<file path="config.mk">
export PLATFORM = sky130hd
export DESIGN_NAME = systolic_array_is_ctrl
export DESIGN_NICKNAME = d
export VERILOG_FILES = /design/src/rtl/systolic_array_is_ctrl.sv
export SDC_FILE = /design/constraint.sdc
export NUM_CORES = 1
export LEC_CHECK = 0
export BUFFER_PORTS_ARGS = -buffer_cell sky130_fd_sc_hd__buf_2
export CAP_MARGIN = 20
export CORE_ASPECT_RATIO = 1.75
export CORE_MARGIN = 1.5
export CORE_UTILIZATION = 50
export CTS_CLUSTER_SIZE = 24
export DETAILED_ROUTE_END_ITERATION = 8
export MAX_ROUTING_LAYER = met4
export PLACE_DENSITY = 0.79
export SLEW_MARGIN = 20
export SYNTH_ARGS = -nofsm -noshare
export SYNTH_HDL_FRONTEND = slang
export SYNTH_SLANG_ARGS = --single-unit
</file>
<file path="constraint.sdc">
create_clock -name clk -period 4.88 [get_ports clk]
set_input_delay 0.244 -clock clk [delete_from_list [all_inputs] [get_ports clk]]
set_output_delay 0.244 -clock clk [all_outputs]
set_load 0.02 [all_outputs]
</file>
<file path="src/rtl/systolic_array_is_ctrl.sv">
// -----------------------------------------------------------------------------
// systolic_array_is_ctrl
// Tile sequencer for the input-stationary systolic array. One tile at a time:
// preload ARRAY_WIDTH stationary input vectors, stream num_vec weight vectors,
// then drain the pipeline while tagging each valid psum vector with its
// writeback address. A valid-bit shift register tracks which array output
// cycles carry real results; writeback backpressure freezes the whole pipe.
//
// Optional build macro: SA_CTRL_PERF_EN adds stall_cnt / busy_cnt outputs.
// -----------------------------------------------------------------------------
`timescale 1ns/1ps

module systolic_array_is_ctrl #(
  parameter int ARRAY_HEIGHT = 16,
  parameter int ARRAY_WIDTH  = 16,
  parameter int ADDR_WIDTH   = 10,
  parameter int CNT_WIDTH    = 10,
  parameter int OUT_LATENCY  = ARRAY_WIDTH + ARRAY_HEIGHT
) (
  input  logic                  clk,
  input  logic                  rst,
  input  logic                  start,
  input  logic [CNT_WIDTH-1:0]  num_vec,
  input  logic [ADDR_WIDTH-1:0] in_base,
  input  logic [ADDR_WIDTH-1:0] w_base,
  input  logic [ADDR_WIDTH-1:0] out_base,
  output logic                  ready,
  output logic                  done,
  output logic                  in_rd_en,
  output logic [ADDR_WIDTH-1:0] in_rd_addr,
  output logic                  w_rd_en,
  output logic [ADDR_WIDTH-1:0] w_rd_addr,
  output logic                  input_en,
  output logic                  process_en,
  input  logic                  psum_ready,
  output logic                  psum_valid,
  output logic [ADDR_WIDTH-1:0] psum_wr_addr
`ifdef SA_CTRL_PERF_EN
  ,
  output logic [31:0]           stall_cnt,
  output logic [31:0]           busy_cnt
`endif
);

  localparam int LCW = $clog2(ARRAY_WIDTH) + 1;

  typedef enum logic [2:0] {
    S_IDLE,
    S_LOAD,
    S_STREAM,
    S_DRAIN,
    S_FIN
  } state_e;

  state_e                 state_q, state_d;
  logic [CNT_WIDTH-1:0]   num_vec_q, num_vec_d;
  logic [ADDR_WIDTH-1:0]  in_base_q, in_base_d;
  logic [ADDR_WIDTH-1:0]  w_base_q, w_base_d;
  logic [ADDR_WIDTH-1:0]  out_base_q, out_base_d;
  logic [LCW-1:0]         load_cnt_q, load_cnt_d;   // input vectors issued
  logic [CNT_WIDTH-1:0]   k_q, k_d;                 // weight vectors issued
  logic [CNT_WIDTH-1:0]   j_q, j_d;                 // psum vectors written
  logic                   pend_q, pend_d;           // weight read data waiting at weight_in
  logic [OUT_LATENCY-1:0] vld_q, vld_d;             // marks real results in flight
  logic                   input_en_q;

  logic accept;   // start taken this cycle
  logic stall;    // valid psum refused by writeback: freeze the pipe
  logic emit;     // psum vector handed to writeback

  assign ready        = (state_q == S_IDLE);
  assign done         = (state_q == S_FIN);
  assign input_en     = input_en_q;
  assign psum_valid   = vld_q[OUT_LATENCY-1];
  assign in_rd_addr   = in_base_q + ADDR_WIDTH'(load_cnt_q);
  // Address only moves on an issue, so it stays put through the drain.
  assign w_rd_addr    = w_base_q + ADDR_WIDTH'(k_q);
  assign psum_wr_addr = out_base_q + ADDR_WIDTH'(j_q);

  assign accept = ready && start;
  assign stall  = psum_valid && !psum_ready;
  assign emit   = psum_valid && psum_ready;

  // Next-state, counters and array/SRAM control strobes.
  always_comb begin
    // NOTE: every signal written here gets a default first, so no path can
    // leave one unassigned and infer a latch.
    state_d    = state_q;
    num_vec_d  = num_vec_q;
    in_base_d  = in_base_q;
    w_base_d   = w_base_q;
    out_base_d = out_base_q;
    load_cnt_d = load_cnt_q;
    k_d        = k_q;
    j_d        = j_q;
    vld_d      = vld_q;
    in_rd_en   = 1'b0;
    w_rd_en    = 1'b0;

    // Weight data is consumed whenever one is pending; in drain the array
    // keeps advancing on don't-care weights. A stall freezes both.
    process_en = !stall && (pend_q || (state_q == S_DRAIN));

    if (emit) begin
      j_d = j_q + CNT_WIDTH'(1);
    end

    case (state_q)
      S_IDLE: begin
        if (start) begin
          state_d    = S_LOAD;
          num_vec_d  = num_vec;
          in_base_d  = in_base;
          w_base_d   = w_base;
          out_base_d = out_base;
          load_cnt_d = '0;
          k_d        = '0;
          j_d        = '0;
        end
      end
      S_LOAD: begin
        in_rd_en   = 1'b1;
        load_cnt_d = load_cnt_q + LCW'(1);
        if (load_cnt_q == LCW'(ARRAY_WIDTH - 1)) begin
          state_d = (num_vec_q == '0) ? S_FIN : S_STREAM;
        end
      end
      S_STREAM: begin
        w_rd_en = !stall;
        if (!stall) begin
          k_d = k_q + CNT_WIDTH'(1);
          if (k_q == num_vec_q - CNT_WIDTH'(1)) begin
            state_d = S_DRAIN;
          end
        end
      end
      S_DRAIN: begin
        if (emit && (j_q == num_vec_q - CNT_WIDTH'(1))) begin
          state_d = S_FIN;
        end
      end
      S_FIN: begin
        state_d = S_IDLE;
      end
      default: begin
        state_d = S_IDLE;
      end
    endcase

    // Pending weight: set by a read, cleared when the array takes it; SRAM
    // output holds while we wait, so nothing is lost across a stall.
    pend_d = w_rd_en || (pend_q && !process_en);

    if (process_en) begin
      vld_d = {vld_q[OUT_LATENCY-2:0], pend_q};
    end
  end

  // State and datapath registers; reset aborts any tile in flight.
  always_ff @(posedge clk or posedge rst) begin
    if (rst) begin
      state_q    <= S_IDLE;
      num_vec_q  <= '0;
      in_base_q  <= '0;
      w_base_q   <= '0;
      out_base_q <= '0;
      load_cnt_q <= '0;
      k_q        <= '0;
      j_q        <= '0;
      pend_q     <= 1'b0;
      vld_q      <= '0;
      input_en_q <= 1'b0;
    end else begin
      // NOTE: non-blocking assignments make every register here see the
      // values from before this edge, regardless of statement order.
      state_q    <= state_d;
      num_vec_q  <= num_vec_d;
      in_base_q  <= in_base_d;
      w_base_q   <= w_base_d;
      out_base_q <= out_base_d;
      load_cnt_q <= load_cnt_d;
      k_q        <= k_d;
      j_q        <= j_d;
      pend_q     <= pend_d;
      vld_q      <= vld_d;
      input_en_q <= in_rd_en;
    end
  end

`ifdef SA_CTRL_PERF_EN
  logic [31:0] stall_cnt_q;
  logic [31:0] busy_cnt_q;

  assign stall_cnt = stall_cnt_q;
  assign busy_cnt  = busy_cnt_q;

  // Saturating performance counters, cleared when a tile is accepted.
  always_ff @(posedge clk or posedge rst) begin
    if (rst) begin
      stall_cnt_q <= '0;
      busy_cnt_q  <= '0;
    end else if (accept) begin
      stall_cnt_q <= '0;
      busy_cnt_q  <= '0;
    end else begin
      if (stall && ((state_q == S_STREAM) || (state_q == S_DRAIN)) &&
          (stall_cnt_q != '1)) begin
        stall_cnt_q <= stall_cnt_q + 32'd1;
      end
      if ((state_q != S_IDLE) && (busy_cnt_q != '1)) begin
        busy_cnt_q <= busy_cnt_q + 32'd1;
      end
    end
  end
`else
  // accept only feeds the performance counters.
  logic unused_accept;
  assign unused_accept = accept;
`endif

endmodule

</file>
Word-level counts from Yosys, hierarchy flattened. Index checks and enable logic that the tools add are counted.

$add $sub $neg: 7. Equality and inequality tests: 12. Multiplexer cells: 17. Reduce and logical (&&, ||, !) cells: 18.

Operators by type and width (number): 2-to-1 mux 10 bit (5); adder 10 x 1 -> 10 bit (second input constant) (2); adder 10 bit (2); equality test 10 bit (2); one-hot mux 10 bit (2 select lines) (1); 2-to-1 mux 3 bit (6); one-hot mux 3 bit (4 select lines) (1); adder 10 x 5 -> 10 bit (1); logical NOT 10 bit (1); one-hot mux 5 bit (2 select lines) (1); subtractor 10 x 1 -> 10 bit (second input constant) (1); != test 2 bit (second input constant) (4); equality test 3 x 2 -> 1 bit (second input constant) (2); adder 5 x 1 -> 5 bit (second input constant) (1); equality test 5 x 4 -> 1 bit (second input constant) (1); logical AND 1 bit (5); 2-to-1 mux 5 bit (1); AND reduction 5 bit (1); AND reduction 2 bit (2); nonzero test 2 bit (2); equality test 3 x 1 -> 1 bit (second input constant) (1); equality test 3 bit (second input constant) (1); logical NOT 1 bit (3); logical NOT 3 bit (1); other kinds (4) (6).

Register bits after elaboration: 102. Output and inout bits: 37.

Longest topological paths before layout. Gate-level depths: netlist (run 1).

Depth after elaboration: 7. Gate-level depth with buffers: 9. Gate-level depth less buffers: 9.

Least setup slack after synthesis (run 1). Ideal clock, no wire load.

Path type: register -> output. Start: reg j_q[1]. End: out psum_wr_addr[9]. Arrival: 2.255 ns. Data required time: 4.636 ns. Setup slack: 2.381 ns. Cell stages (with the launch flop): 8. Path buffers: 0. Path through: dfrtp_1 -> ha_1 -> a21o_1 -> a21oi_1 -> o21ai_0 -> or4_1 -> and3_1 -> a211oi_1.

Longest elaborated chain between the ends: 1.

Ends and longest elaborated chain: start, declared (RTL line 62) `logic [CNT_WIDTH-1:0] j_q, j_d;`; start signal, assigned (RTL line 183) `j_q <= j_d;`; adder 10 bit (RTL line 78) `assign psum_wr_addr = out_base_q + ADDR_WIDTH'(j_q);`; end, declared (RTL line 37) `output logic [ADDR_WIDTH-1:0] psum_wr_addr`.

Every way passes these cells.

Worst setup path in the final report (run 1).
Start: reg j_q[0]. End: out psum_wr_addr[8].

Same word-level chain as after synthesis.

==> impl_metrics.py, run 1 <==
metrics = {
    "setup_path": {
        "cp.required_ps": 4640,
        "regToRegStartpoint": "num_vec_q[0]",
        "arrival_ps": 2660,
        "crit_path_frequent_cell": "o21ai_0",
        "max_stage_delay_ps": 470,
        "worstPathMaxFanout": 5,
        "worstSetupStartpoint": "j_q[0]",
        "crit_chain": "ha_1, inv_1, fa_1, nor2b_1, o21ai_0, a21boi_0, o21ai_0, a21oi_1, xor2_1, buf_2",
        "endpoint_kind": "output pin",
        "crit_path_start_kind": "flip-flop",
        "crit_type": "flip-flop to output pin",
        "crit_slowest_cell": "dfrtp_1",
    },
    "synthesis": {
        "ys_warn_count": 0,
        "netlist_area_um2": 5710,
        "synth_seq_cells": 102,
        "yosysUniqueCellTypes": 55,
        "ys_top_cells_by_area": "dfrtp_1 (45%), mux2_2 (13%), ha_1 (6.4%)",
        "syn-instance-count": 528,
        "syn_nets": 604,
        "synth_common_cells": "dfrtp_1 (102), mux2_2 (67), nand2_1 (39)",
        "yosysMostFrequentCell": "dfrtp_1",
        "yosysTopAreaCellShare_pct": 44.7,
        "synthArstFlopShare_pct": 100,
        "ys_seq_area_share_pct": 44.7,
        "synth_edf_count": 0,
        "synth_flop_cell": "dfrtp_1",
        "netlist.top_cell.by_area": "dfrtp_1",
        "synth_area_per_cell_um2": 10.8,
    },
    "sta": {
        "hold_viol": 0,
        "relSlewSlack_pct": 41.3,
        "tns_ps": 0,
        "max_freq_ghz": 0.344,
        "max_slew.worst_pin.slew_ps": 880,
        "holdWs_ps": 25.1,
        "fin_crit_sh_pct": 59.5,
        "slew_viol_final": 0,
        "setup_viol": 0,
        "worst_slack_ps": 1970,
        "finalClockSkew_ps": 7.21,
        "rsz0062_at_grt": "no",
        "fin_crit_ps": 2910,
    },
    "route": {
        "wire_per_inst_um": 15.9,
        "drt_iter0_markers": 207,
        "wl_um": 11700,
        "drc": 0,
        "wl_met3_um": 378,
        "antenna_left": 0,
        "routed.top_layer": "met4",
        "wl_met1_um": 4400,
        "route.met2.wl_um": 6450,
        "vias": 4126,
        "drt_first_pass_iters": 4,
        "vias_per_cell": 5.59,
    },
    "floorplan": {
        "design.portCount": 81,
        "die_y_um": 144,
        "core_area_um2": 11100,
        "num_rows": 51,
        "chipWidth_um": 83.8,
        "initial_core_util_pct": 51.5,
        "die_area_um2": 12100,
    },
    "grt": {
        "first_global_vias": 4363,
        "track_usage_pct": 21.1,
        "grt_max_degree": 61,
        "grt_pass1_wl_um": 19700,
        "antenna_found_initial": 0,
        "overflow": 0,
    },
    "job": {
        "cap_violations": 0,
    },
    "finish": {
        "drive_gt1_share_pct": 29.4,
        "fillerInstances": 938,
        "antenna_cells": 0,
        "fin_area_um2": 6500,
        "final_util_pct": 58.6,
        "fin_nets": 677,
        "area_growth_pct": 13.8,
        "stdcell_count": 738,
    },
    "clock_network": {
        "post_cts_buffers": 0,
        "clkTransAtPathRegs_ps": 70,
        "cts_sinks": 102,
        "clockBufferDepth": 2,
        "cts_buffers": 9,
        "cts.repair.resized": 0,
        "cts_hold_buf": 0,
        "cts_root_buf": "clkbuf_16",
        "cts_max_level": 3,
        "cts_tree": "done",
        "clock_insertion_delay_worst_skew_ps": 350,
    },
    "pwr": {
        "p_leak_nw": 3.40,
        "power_density_nw_per_um2": 239,
        "total_power_mw": 1.56,
        "ir_drop_mv": 0.205,
    },
    "hold_path": {
        "holdCritPathClass": "input pin to async pin",
    },
    "placed_design": {
        "place_area_um2": 6210,
        "port_buffers": 80,
        "hpwl_um": 8910,
        "preCtsSetupSlack_ps": 2290,
        "place_congestion": 0.851,
        "dp.cells": 722,
    },
    "run_status": {
        "outcome": "finished clean",
    },
}
where the power goes:
part           switching (mW)  leakage (nW)  internal [mW]
Sequential                  0          1.36          0.845
Combinational          0.0218          1.90         0.0130
Clock                   0.304         0.138          0.372
Total                   0.325          3.40           1.23
worst max-delay path: cells and delay by family (launching register included):
kind | cells | cell delay (ps)
AO/OA/AOI/OAI | 4 | 700
buffers and inverters | 2 | 240
XOR/XNOR | 1 | 150
flip-flops | 1 | 470
adder cells (fa/ha/maj) | 2 | 630
AND/OR/NAND/NOR | 1 | 120
cells by family after synthesis:
| logic type | Yosys count | synth area share [%] |
|---|---|---|
| adders and majority gates | 32 | 7.40 |
| and+or+nand+nor | 144 | 12.9 |
| AOI/OAI and AO/OA | 70 | 7.84 |
| DFF | 102 | 44.7 |
| xor gates and xnor gates | 68 | 10.8 |
| buffers and inverters | 45 | 3.22 |
| muxes | 67 | 13.2 |
flip-flops by register name, summed over array words and instances, names as in the netlist:
| signal | count |
|---|---|
| input_en | 1 |
| state_q | 3 |
| pend_q | 1 |
| j_q | 10 |
| load_cnt_q | 5 |
| out_base_q | 10 |
| k_q | 10 |
| vld_q | 32 |
| w_base_q | 10 |
| in_base_q | 10 |
| num_vec_q | 10 |
layer usage:
metal | vias to the layer above | GRT usage, %
met3 | 36 | 2.74
met1 | 2015 | 21.5
met5 | - | -
li1 | 1983 | -
met4 | 0 | 12.9
met2 | 92 | 38.2
placed cells by master, fill, tap and decap left out, types with 9 or more instances in the layout:
| cell | count |
|---|---|
| dfrtp_1 | 102 |
| nand2_1 | 39 |
| o21ai_0 | 26 |
| inv_1 | 23 |
| nor3_1 | 13 |
| a21oi_1 | 12 |
| clkbuf_16 | 9 |
| buf_2 | 80 |
| nor2_1 | 37 |
| ha_1 | 29 |
| and3_1 | 10 |
| mux2_2 | 67 |
| xor2_1 | 31 |
| xnor2_1 | 35 |
worst paths after layout:
kind	endpoint	cells past startpoint	slack, ps
setup / recovery	psum_wr_addr[8]	10	1970
hold / removal	vld_q[5]	2	30
setup reg to reg	state_q[0]	8	2250
hold reg to reg	vld_q[9]	1	500
max in group asynchronous	load_cnt_q[1]	3	3850
min in group clk	out_base_q[1]	3	120
area by class of cell:
type / count / area [µm²] / share of cell area (%)
repair buffers: 83 / 423 / 6.51
well taps: 132 / 165 / 2.54
inverters: 24 / 92.6 / 1.42
multi-input cells: 381 / 2980 / 45.9
clock buffers: 11 / 253 / 3.89
clock inverters: 5 / 33.8 / 0.520
flip-flops and latches: 102 / 2550 / 39.3
No activity file was read; power rests on OpenSTA's default activity.
==> run 2, diff against run 1 <==
--- a/config.mk
+++ b/config.mk
@@ -5,6 +5,7 @@
 export SDC_FILE = /design/constraint.sdc
 export NUM_CORES = 1
 export LEC_CHECK = 0
+export ABC_AREA = 1
 export BUFFER_PORTS_ARGS = -buffer_cell sky130_fd_sc_hd__buf_2
 export CAP_MARGIN = 20
 export CORE_ASPECT_RATIO = 1.75
@@ -13,7 +14,7 @@
 export CTS_CLUSTER_SIZE = 24
 export DETAILED_ROUTE_END_ITERATION = 8
 export MAX_ROUTING_LAYER = met4
-export PLACE_DENSITY = 0.79
+export PLACE_DENSITY = 0.82
 export SLEW_MARGIN = 20
 export SYNTH_ARGS = -nofsm -noshare
 export SYNTH_HDL_FRONTEND = slang
==> constraint.sdc (replaced) <==
create_clock -name clk -period 2.4 [get_ports clk]
set_input_delay 0.12 -clock clk [delete_from_list [all_inputs] [get_ports clk]]
set_output_delay 0.12 -clock clk [all_outputs]
set_load 0.02 [all_outputs]
==> impl_metrics.py, run 2 <==
metrics = {
    "clock_network": {
        "clockBufferDepth": 2,
        "cts_root_buf": "clkbuf_16",
        "clock_insertion_delay_worst_skew_ps": 350,
        "cts_max_level": 3,
        "cts_buffers": 9,
        "cts_sinks": 102,
        "clkTransAtPathRegs_ps": 70,
        "cts_tree": "done",
    },
    "synthesis": {
        "yosysUniqueCellTypes": 36,
        "synth_seq_cells": 102,
        "synthArstFlopShare_pct": 100,
        "synth_edf_count": 0,
        "netlist_area_um2": 5770,
        "yosysTopAreaCellShare_pct": 44.3,
        "synth_area_per_cell_um2": 7.84,
        "syn_nets": 811,
        "ys_seq_area_share_pct": 44.3,
        "synth_common_cells": "nand2_1 (220), dfrtp_1 (102), inv_1 (87)",
        "ys_warn_count": 0,
        "syn-instance-count": 735,
        "ys_top_cells_by_area": "dfrtp_1 (44%), nand2_1 (14%), ha_1 (6.3%)",
        "netlist.top_cell.by_area": "dfrtp_1",
        "synth_flop_cell": "dfrtp_1",
        "yosysMostFrequentCell": "nand2_1",
    },
    "route": {
        "antenna_left": 0,
        "vias_per_cell": 5.26,
        "drc": 0,
        "drt_iter0_markers": 329,
        "wl_um": 14500,
        "vias": 5285,
        "wire_per_inst_um": 14.4,
        "drt_first_pass_iters": 5,
    },
    "hold_path": {
        "holdCritPathClass": "input pin to flip-flop",
        "worstHoldPathCells": 3,
    },
    "pwr": {
        "ir_drop_mv": 0.709,
        "p_leak_nw": 3.69,
        "power_density_nw_per_um2": 1270,
        "total_power_mw": 9.26,
    },
    "floorplan": {
        "design.portCount": 81,
        "core_area_um2": 11200,
        "num_rows": 51,
        "die_area_um2": 12200,
        "die_y_um": 145,
        "chipWidth_um": 84.2,
        "initial_core_util_pct": 51.6,
    },
    "grt": {
        "overflow": 0,
        "grt_pass1_wl_um": 23700,
        "grt_max_degree": 39,
        "track_usage_pct": 24.9,
        "first_global_vias": 5310,
        "antenna_found_initial": 0,
    },
    "setup_path": {
        "max_stage_delay_ps": 450,
        "worstPathMaxFanout": 5,
        "ff2ff_path_depth": 15,
        "crit_path_frequent_cell": "nand2_1",
        "endpoint_kind": "output pin",
        "crit_path_start_kind": "flip-flop",
        "crit_buf_inv": 1,
        "cp_top_family": "simple AND/OR/NAND/NOR gates",
        "cp.required_ps": 2280,
        "crit_chain": "ha_4, nand3_1, nand2_1, a21oi_1, o21bai_1, nand2_1, nor3_2, xor2_1, buf_2",
        "crit_type": "flip-flop to output pin",
        "worst-path-stages": 9,
        "arrival_ps": 2310,
        "crit_slowest_cell": "dfrtp_2",
        "rrSetupSlack_ps": 330,
    },
    "sta": {
        "worst_slack_ps": -28.3,
        "max_slew.worst_pin.slew_ps": 834,
        "fin_crit_ps": 2430,
        "tns_ps": -34.5,
        "relSlewSlack_pct": 44.3,
        "finalClockSkew_ps": 8.56,
        "slew_viol_final": 0,
        "rsz0062_at_grt": "yes",
        "max_freq_ghz": 0.412,
        "hold_viol": 0,
        "setup_viol": 2,
        "fin_crit_sh_pct": 101,
    },
    "run_status": {
        "violations": "setup timing",
        "outcome": "finished, violations left",
    },
    "finish": {
        "largest_reg_flops": 32,
        "antenna_cells": 0,
        "final_cell_mix": "nand2_1 (219), dfrtp_1 (99), inv_1 (83), buf_2 (75), o21ai_0 (56)",
        "area_growth_pct": 26.6,
        "fin_nets": 944,
        "largest_register": "vld_q",
        "final_common_cell": "nand2_1",
        "drive_gt1_share_pct": 20.8,
        "fin_area_um2": 7300,
    },
    "placed_design": {
        "preCtsSetupSlack_ps": 122,
        "place_area_um2": 6360,
        "place_congestion": 0.931,
        "port_buffers": 80,
        "hpwl_um": 9780,
    },
    "job": {
        "cap_violations": 0,
    },
}
## run 2: changes by cell type in the layout (fill, tap and decap cells not counted), sizes merged, moves of 7 or more
cell         before  now
buf              83   99
nand2            39  229
and3             10    0
o21ai            27   68
nor2             37   51
a21oi            12   26
nor2b             7    0
inv              24   95
dlygate4sd3       0   39
nand3             7   51
mux2             67    0
xor2             31   22
xnor2            36    7
## run 2: logic make-up after synthesis
logic type      synth area share, %
compound gates                 9.53
xor+xnor                       4.41
fa+ha+maj                      7.34
flops                          44.3
buf+inv                        7.77
simple gates                   26.7
## run 2: metal layers
metal	global-route usage, %	wire (µm)	up-vias
met1	26.2	5560	2494
met5	-	0	-
met4	12.0	550	0
li1	-	-	2608
met2	44.2	7890	142
met3	4.61	454	41
## run 2: cell type report
class	instances	area, µm²
clock buffers	9	225
clock inverters	6	96.3
fillers	869	3870
inverters	96	365
multi-input cells	521	2890
flip-flops and latches	102	2560
well taps	132	165
repair buffers	138	996
## run 2: tightest hold or removal path: stages
cell and delay, ps:
buf_2 70, nand2_1 50, o21ai_0 80
## run 2: final timing paths
path / startpoint / to
worst max-delay path: load_cnt_q[2] / in_rd_addr[9]
worst min-delay path: w_base[1] / w_base_q[1]
worst max register to register: num_vec_q[0] / state_q[1]
worst min register to register: out_base_q[4] / out_base_q[4]
max in group asynchronous: rst / load_cnt_q[2]
min in group asynchronous: rst / vld_q[25]
## run 2: stage by stage
step / util, % / hold WS [ps] / instances
3_3_place_gp: 56.9 / 318 / 939
4_1_cts: 63.9 / 8.26 / 996
6_report: 65.4 / 8.64 / 1004
5_1_grt: 65.4 / 11.0 / 1004
3_5_place_dp: 56.9 / 321 / 939
2_1_floorplan: - / 230 / 735
## run 2: what timing repair did
action	in CTS	in global routing
hold buffers	39	0
setup endpoints to repair	8	8
pin swaps	3	13
buffers inserted	3	8
gates resized for setup	16	27
endpoints found under the hold margin	74	0
## run 2: report_power, final
group	internal (mW)	switching, mW
sequential	2.37	0.488
clock	0.919	0.659
combinational	1.71	3.10
total	5.00	4.25
==> run 3, diff against run 2 <==
--- a/config.mk
+++ b/config.mk
@@ -6,6 +6,7 @@
 export NUM_CORES = 1
 export LEC_CHECK = 0
 export ABC_AREA = 1
+export ABC_CLOCK_PERIOD_IN_PS = 2400
 export BUFFER_PORTS_ARGS = -buffer_cell sky130_fd_sc_hd__buf_2
 export CAP_MARGIN = 20
 export CORE_ASPECT_RATIO = 1.75
@@ -15,7 +16,9 @@
 export DETAILED_ROUTE_END_ITERATION = 8
 export MAX_ROUTING_LAYER = met4
 export PLACE_DENSITY = 0.82
+export RECOVER_POWER = 50
 export SLEW_MARGIN = 20
 export SYNTH_ARGS = -nofsm -noshare
 export SYNTH_HDL_FRONTEND = slang
 export SYNTH_SLANG_ARGS = --single-unit
+export TNS_END_PERCENT = 10
==> impl_metrics.py, run 3 (synthesis results as in run 2) <==
metrics = {
    "run_status": {
        "outcome": "finished, violations left",
        "violations": "capacitance limit, slew limit, setup timing",
    },
    "setup_path": {
        "crit_type": "flip-flop to output pin",
        "crit_buf_inv": 2,
        "worstPathMaxFanout": 5,
        "endpoint_kind": "output pin",
        "arrival_ps": 2370,
        "crit_path_start_kind": "flip-flop",
        "regToRegStartpoint": "num_vec_q[0]",
        "crit_path_frequent_cell": "nor2_1",
        "crit_slowest_cell": "dfrtp_1",
        "cp_top_family": "adder cells",
        "rrSetupSlack_ps": 310,
        "crit_chain": "ha_1, inv_1, fa_1, nor2_1, a211oi_2, nor2_1, o21ai_2, nor2_2, xor2_1, buf_4",
        "cp.required_ps": 2280,
        "ff2ff_path_depth": 15,
        "max_stage_delay_ps": 410,
        "reg2reg_to": "state_q[1]",
    },
    "sta": {
        "slew_viol_final": 39,
        "finalClockSkew_ps": 7.15,
        "fin_crit_ps": 2490,
        "fin_crit_sh_pct": 104,
        "max_slew.worst_pin.slew_ps": 1580,
        "worst_slack_ps": -86.1,
        "setup_viol": 4,
        "rsz0062_at_grt": "yes",
        "relSlewSlack_pct": -5.79,
        "max_freq_ghz": 0.402,
        "hold_viol": 0,
        "holdWs_ps": 9.97,
    },
    "route": {
        "vias_per_cell": 5.28,
        "vias": 5271,
        "wire_per_inst_um": 14.3,
        "antenna_left": 0,
        "drc": 0,
        "drt_iter0_markers": 456,
        "wl_um": 14300,
        "drt_first_pass_iters": 5,
    },
    "finish": {
        "largest_register": "vld_q",
        "final_util_pct": 64.2,
        "final_cell_mix": "nand2_1 (222), dfrtp_1 (100), inv_1 (86), buf_2 (68), o21ai_0 (58)",
        "area_growth_pct": 24.3,
        "largest_reg_flops": 32,
        "antenna_cells": 0,
        "fin_nets": 938,
        "final_common_cell": "nand2_1",
        "drive_gt1_share_pct": 17.7,
    },
    "floorplan": {
        "design.portCount": 81,
        "initial_core_util_pct": 51.6,
        "core_area_um2": 11200,
        "num_rows": 51,
        "die_area_um2": 12200,
        "die_y_um": 145,
        "chipWidth_um": 84.2,
    },
    "hold_path": {
        "min-delay-start": "w_base[1]",
        "holdCritPathClass": "input pin to flip-flop",
        "worstHoldPathCells": 3,
        "min_delay_worst_endpoint": "w_base_q[1]",
    },
    "clock_network": {
        "clockBufferDepth": 2,
        "cts_tree": "done",
        "clock_insertion_delay_worst_skew_ps": 350,
        "cts_sinks": 102,
        "cts_max_level": 3,
        "cts_buffers": 9,
        "clkTransAtPathRegs_ps": 70,
        "cts_root_buf": "clkbuf_16",
    },
    "placed_design": {
        "preCtsSetupSlack_ps": 122,
        "hpwl_um": 9780,
        "place_congestion": 0.931,
        "port_buffers": 80,
    },
    "pwr": {
        "power_density_nw_per_um2": 1270,
        "ir_drop_mv": 0.682,
        "p_leak_nw": 3.63,
    },
    "grt": {
        "track_usage_pct": 24.8,
        "overflow": 0,
        "grt_pass1_wl_um": 23600,
        "first_global_vias": 5294,
        "grt_max_degree": 39,
        "antenna_found_initial": 0,
    },
    "job": {
        "cap_violations": 1,
    },
}
[run 3: how the worst max path moves through the flow]
stage | from | end | slack, ps | cells after the start
2_1_floorplan | k_q[0] | w_rd_addr[8] | 220 | 11
3_3_place_gp | j_q[0] | psum_wr_addr[8] | 150 | 12
3_5_place_dp | j_q[0] | psum_wr_addr[8] | 120 | 12
4_1_cts | k_q[3] | w_rd_addr[8] | -50 | 11
5_1_grt | load_cnt_q[0] | in_rd_addr[8] | -270 | 10
6_report | load_cnt_q[0] | in_rd_addr[8] | -90 | 10
[run 3: timing repair]
action / in CTS / in global routing
endpoints found under the setup margin: 8 / 8
gates resized for setup: 14 / 20
buffers inserted: 1 / 4
hold buffers: 39 / 0
pin swaps: 2 / 5
endpoints found under the hold margin: 74 / 0
[run 3: per-layer routing]
layer | global-route usage (%) | up-vias | wire, µm
met5 | - | - | 0
met3 | 3.75 | 42 | 478
li1 | - | 2594 | -
met2 | 44.0 | 145 | 7680
met1 | 26.1 | 2490 | 5500
met4 | 13.0 | 0 | 592
[run 3: layout make-up]
type | count | area (µm²)
tap | 132 | 165
fill | 899 | 4000
inverter | 96 | 363
timing repair buffer | 132 | 912
multi-input combinational | 521 | 2850
clock buffer | 9 | 225
clock inverter | 6 | 96.3
sequential | 102 | 2550
[run 3: power breakdown]
group,internal (mW),total [mW],switching [mW]
Clock,0.919,1.58,0.658
Sequential,2.37,2.85,0.475
Combinational,1.63,4.69,3.07
[run 3: per-stage QoR]
stage               setup TNS, ps  area [µm²]  cells  total power [mW]
finish                       -136        7170    998              9.12
global route                -1090        7170    998              9.85
CTS                         -75.1        7110    994              9.03
detailed placement              0        6360    939              7.32
global placement                0        6360    939              7.20
floorplan                       0        5770    735              6.04
[run 3: tightest hold or removal path, delay by kind of cell]
family / cells / cell delay (ps)
buf+inv: 1 / 70
compound gates: 1 / 70
simple gates: 1 / 50
